`config.mk`:
```
export PLATFORM = sky130hd
export DESIGN_NAME = line_buffer_feeder
export DESIGN_NICKNAME = d
export VERILOG_FILES = /design/src/rtl/line_buffer_feeder_pkg.sv /design/src/rtl/line_buffer_feeder.sv
export SDC_FILE = /design/constraint.sdc
export NUM_CORES = 1
export LEC_CHECK = 0
export ABC_CLOCK_PERIOD_IN_PS = 1900
export BUFFER_PORTS_ARGS = -buffer_cell sky130_fd_sc_hd__buf_2
export CORE_MARGIN = 3
export CORE_UTILIZATION = 43
export DETAILED_ROUTE_END_ITERATION = 6
export PLACE_DENSITY = 0.76
export SLEW_MARGIN = 25
export SYNTH_ARGS = -nofsm -noshare
export SYNTH_HDL_FRONTEND = slang
export SYNTH_SLANG_ARGS = --single-unit
```
`constraint.sdc`:
```
create_clock -name clk -period 1.9 [get_ports clk]
set_input_delay 0.095 -clock clk [delete_from_list [all_inputs] [get_ports clk]]
set_output_delay 0.095 -clock clk [all_outputs]
set_load 0.02 [all_outputs]
```
`src/rtl/line_buffer_feeder_pkg.sv`:
```
// rtl/line_buffer_feeder_pkg.sv - shared sizes, state encoding and width helper for the line buffer feeder
package line_buffer_feeder_pkg;

    localparam int kNoOfPartitions     = 4;
    localparam int kPartitionSize      = 8;
    localparam int kFilteredDataLength = 16;

    typedef enum logic [2:0] {
        ST_IDLE  = 3'd0,
        ST_CLEAR = 3'd1,
        ST_FILL  = 3'd2,
        ST_FLUSH = 3'd3,
        ST_DRAIN = 3'd4,
        ST_DONE  = 3'd5
    } state_e;

    // Bits needed to hold the value itself, not just value-1.
    function automatic int bin_width(input int value);
        return $clog2(value + 1);
    endfunction

endpackage

```
`src/rtl/line_buffer_feeder.sv`:
```
// rtl/line_buffer_feeder.sv - write-side controller loading one filtered projection line into the line buffer
module line_buffer_feeder
    import line_buffer_feeder_pkg::*;
#(
    parameter int pNoTaps      = kNoOfPartitions,
    parameter int pTapsWidth   = kPartitionSize,
    parameter int pDataLength  = kFilteredDataLength,
    parameter int pLineLength  = pNoTaps * pTapsWidth,
    parameter int pCountLength = bin_width(pLineLength)
) (
    input  logic                    clk,
    input  logic                    reset_n,
    input  logic                    start,
    input  logic [pDataLength-1:0]  in_data,
    input  logic                    in_valid,
    input  logic                    in_last,
    output logic                    in_ready,
    output logic [pDataLength-1:0]  lb_shift_in,
    output logic                    lb_enable,
    output logic                    lb_clear,
    output logic                    line_ready,
    input  logic                    line_ack,
    output logic                    busy,
    output logic                    overrun,
    output logic [pCountLength-1:0] shift_count
);

    localparam logic [pCountLength-1:0] kLineLen = pCountLength'(pLineLength);

    state_e                  state_q, state_d;
    logic [pCountLength-1:0] count_q, count_d;
    logic [pDataLength-1:0]  shift_q, shift_d;
    logic                    enable_q, enable_d;
    logic                    clear_q, clear_d;
    logic                    ready_q, ready_d;
    logic                    overrun_q, overrun_d;
    logic [pCountLength-1:0] count_inc;
    logic                    line_full;
    logic                    handshake;

    // Saturating increment keeps shift_count from ever wrapping past the line length.
    assign count_inc = (count_q == kLineLen) ? count_q : count_q + 1'b1;
    assign line_full = (count_inc == kLineLen);
    assign in_ready  = (state_q == ST_FILL) || (state_q == ST_DRAIN);
    assign handshake = in_valid & in_ready;
    assign busy      = (state_q != ST_IDLE);

    always_comb begin
        state_d   = state_q;
        count_d   = count_q;
        shift_d   = shift_q;
        enable_d  = 1'b0;
        clear_d   = 1'b0;
        overrun_d = overrun_q;
        case (state_q)
            ST_IDLE: begin
                if (start) begin
                    state_d   = ST_CLEAR;
                    clear_d   = 1'b1;
                    count_d   = '0;
                    overrun_d = 1'b0;
                end
            end
            ST_CLEAR: state_d = ST_FILL;
            ST_FILL: begin
                if (handshake) begin
                    enable_d = 1'b1;
                    shift_d  = in_data;
                    count_d  = count_inc;
                    if (line_full) begin
                        if (in_last) begin
                            state_d = ST_DONE;
                        end else begin
                            state_d   = ST_DRAIN;
                            overrun_d = 1'b1;
                        end
                    end else if (in_last) begin
                        state_d = ST_FLUSH;
                    end
                end
            end
            ST_FLUSH: begin
                enable_d = 1'b1;
                shift_d  = '0;
                count_d  = count_inc;
                if (line_full) state_d = ST_DONE;
            end
            ST_DRAIN: begin
                if (handshake && in_last) state_d = ST_DONE;
            end
            ST_DONE: begin
                if (line_ack) state_d = ST_IDLE;
            end
            default: state_d = ST_IDLE;
        endcase
        ready_d = (state_d == ST_DONE);
    end

    always_ff @(posedge clk or negedge reset_n) begin
        if (!reset_n) begin
            state_q   <= ST_IDLE;
            count_q   <= '0;
            shift_q   <= '0;
            enable_q  <= 1'b0;
            clear_q   <= 1'b0;
            ready_q   <= 1'b0;
            overrun_q <= 1'b0;
        end else begin
            state_q   <= state_d;
            count_q   <= count_d;
            shift_q   <= shift_d;
            enable_q  <= enable_d;
            clear_q   <= clear_d;
            ready_q   <= ready_d;
            overrun_q <= overrun_d;
        end
    end

    assign lb_shift_in = shift_q;
    assign lb_enable   = enable_q;
    assign lb_clear    = clear_q;
    assign line_ready  = ready_q;
    assign overrun     = overrun_q;
    assign shift_count = count_q;

endmodule

```
==> reports/qor.txt <==
status - finished clean
CTS clk-pin slew, worst paths - 0.10 ns
max_cap viols - 0
layout cell share with drive strength beyond 1 - 38.5%
Pwr Density - 1200 nW/µm²
nets@finish - 218
unrepaired setup endpoints after global routing - yes
critical path's top delay family - simple AND/OR/NAND/NOR gates
Avg Cell Area, Syn - 10.9 µm²
total vias in the final route - 1209
Total GRT Usage - 19.7%
GPL Wtd Cong - 0.886
synth warn - 0
crit path time final - 1.84 ns
clock sinks - 29
fin area - 1860 µm²
n_diodes - 0
Slew Viols, Final - 0
H-tree levels - 2
hpwl dp - 2.30 mm
Area Growth Syn to Fin - 39.0%
routed len/inst - 15.8 µm
Worst setup EP type - register
initial antenna violation count - 0
final std cells w/o fill - 226
first-pass GRT wire length - 5.42 mm
final setup vio count - 0
Post-Place Cell Area - 1630 µm²
relative slew slack - 58.6%
Skew-Pair Late Insertion Delay - 0.32 ns
core area - 2850 µm²
Worst-Margin Slew - 0.621 ns
synth unique cells - 35
first-pass detailed-route iteration total - 4
initial core utilization - 46.9%
Die H - 61.8 µm
placed insts - 201
Fill cells - 225
Worst EP required - 2.16 ns
hold_ws - 0.0221 ns
worst-path maximum fanout - 4
CTS tree - built
Critical Path Start Type - register
vias per std cell - 5.35
worst-path cell chain - ha_2 > or3_4 > o31ai_2 > a31oi_2 > or4b_1 > o21ai_1
Die W - 61.8 µm
Routed WL - 3.57 mm
worst path arrival time - 2.10 ns
Hold Crit Class - in2reg
buffers and inverters on the worst path - 0
CTS Root Cell - clkbuf_4
total global routing overflow - 0
Period Utilization, post-route - 96.8%
Critical Path Max Stage Delay - 0.51 ns
# rows - 19
IO Port Bufs - 49
post-synthesis register bit count - 29
DRC viols - 0
Die ar. - 3820 µm²
CP max-delay cell - or4b_1
CTS Buf Count - 5
final hold violation count - 0
sequential share of the synthesized area - 54.2%
Ports - 50
pin count of the biggest net entering global routing - 30
critical path class - reg2reg
Max Freq - 0.544 GHz
P_leak - 0.000941 µW
Worst VDD drop - 0.735 mV
Post-Syn Area - 1340 µm²
synthesized instance count - 123
DRT iter0 DRCs - 83
number of nets still failing antenna checks after routing - 0
Max clock buf depth - 2
clk_skew - 0.0150 ns
net count after synthesis - 147
number of global-route vias before repair - 1246
==> cell type report <==
type	instances	area (µm²)	share of cell area (%)
sequential	29	728	39.1
multi-input combinational	81	562	30.2
tap	31	38.8	2.08
clock inverter	2	10.0	0.538
inverter	4	15.0	0.807
timing repair buffer	73	465	25.0
clock buffer	6	41.3	2.22
==> per-stage QoR <==
step / total power (µW) / utilization [%] / setup slack, ns / setup TNS (ns)
CTS: 2200 / 64.7 / 0.0282 / 0
floorplan: 1520 / - / 0.00354 / 0
detailed placement: 1820 / 57.3 / 0.0450 / 0
global placement: 1780 / 57.3 / 0.0831 / 0
finish: 2230 / 65.2 / 0.0611 / 0
global route: 2360 / 65.2 / -0.0188 / -0.0188
==> cell families (layout without fill, tap and decap cells) <==
kind of cell | Yosys count | in the layout | share of synthesized area [%]
multiplexers | 2 | 2 | 1.50
buffers and inverters | 13 | 85 | 4.77
AND/OR/NAND/NOR | 39 | 39 | 16.0
AO/OA/AOI/OAI | 35 | 35 | 19.7
XOR/XNOR | 3 | 3 | 1.96
adder cells (fa/ha/maj) | 2 | 2 | 1.87
flip-flops | 29 | 29 | 54.2
==> what timing repair did <==
action / CTS / global route
setup endpoints to repair: 0 / 1
hold buffers: 16 / 0
buffers inserted: 0 / 1
gates resized for setup: 0 / 2
hold endpoints to repair: 44 / 0
==> path summary, 6_finish.rpt <==
kind,startpoint,endpoint,slack [ns],depth (start not counted)
setup / recovery,shift_count[0],overrun,0.06,6
hold / removal,in_data[1],lb_shift_in[1],0.02,2
setup reg to reg,shift_count[0],overrun,0.06,6
hold reg to reg,lb_shift_in[11],lb_shift_in[11],0.51,1
max in group asynchronous,reset_n,shift_count[1],1.14,2
min in group asynchronous,reset_n,shift_count[4],0.31,2
==> cell usage in the layout, fill, tap and decap left out, types with 2 or more instances in the layout <==
master         synthesis  routed
mux2i_1                2       2
buf_2                  3      49
inv_1                  3       3
nor3_1                 5       3
clkinv_2               0       2
dlygate4sd3_1          0      16
nand3_1                3       3
dfrtp_1               29      27
clkbuf_4               0       5
a21oi_1                2       2
dfrtp_2                0       2
nand3b_1               2       2
nand2b_1               3       3
a22o_1                17      17
o31ai_1                2       2
nor3_2                 1       3
buf_4                  1       8
o21ai_0                9       9
nor2_1                 8       8
nand2_1                9       9
xor2_1                 2       2
==> report_power, final <==
group | leakage, µW | total (µW) | internal [µW] | switching [µW]
Sequential | 0.000374 | 864 | 732 | 132
Combinational | 0.000535 | 1020 | 424 | 595
Clock | 0.0000320 | 350 | 141 | 210
==> per-layer routing <==
| metal | share of wire, % | routed length (µm) | global-route usage (%) |
|---|---|---|---|
| met1 | 42 | 1500 | 21.9 |
| met2 | 52 | 1860 | 35.3 |
| met3 | 5.3 | 189 | 4.75 |
| met4 | 0.76 | 27 | 9.09 |
| met5 | 0 | 0 | 0 |
==> synth_stat cells <==
library cell | instances | share of area [%]
dfrtp_1 | 29 | 54
nand2b_1 | 3 | 1.4
and3b_1 | 1 | 0.65
or3_1 | 1 | 0.47
a22o_1 | 17 | 11
inv_2 | 1 | 0.28
o21ai_0 | 9 | 3.4
nand3b_1 | 2 | 1.1
o21ai_1 | 1 | 0.37
nor3_2 | 1 | 0.75
o31ai_1 | 2 | 1.1
a21boi_0 | 1 | 0.56
o21a_1 | 1 | 0.56
ha_1 | 2 | 1.9
nand3_1 | 3 | 1.1
nor2_1 | 8 | 2.2
buf_6 | 1 | 0.84
buf_4 | 1 | 0.56
or3_4 | 1 | 0.84
a31oi_2 | 1 | 0.93
and2_1 | 1 | 0.47
inv_1 | 3 | 0.84
nor3_1 | 5 | 1.9
xnor2_1 | 1 | 0.65
nor2b_1 | 1 | 0.47
nand4bb_1 | 1 | 0.84
buf_2 | 3 | 1.1
a21oi_1 | 2 | 0.75
clkbuf_1 | 4 | 1.1
xor2_1 | 2 | 1.3
o31ai_2 | 1 | 0.93
or4b_1 | 1 | 0.75
nand2_1 | 9 | 2.5
or2_2 | 1 | 0.47
mux2i_1 | 2 | 1.5
==> flip-flops by register name, summed over array words and instances, names as in the netlist <==
name / flops
lb_clear: 1
overrun: 1
lb_shift_in: 16
lb_enable: 1
state_q: 3
line_ready: 1
shift_count: 6
No activity file was read; power rests on OpenSTA's default activity.
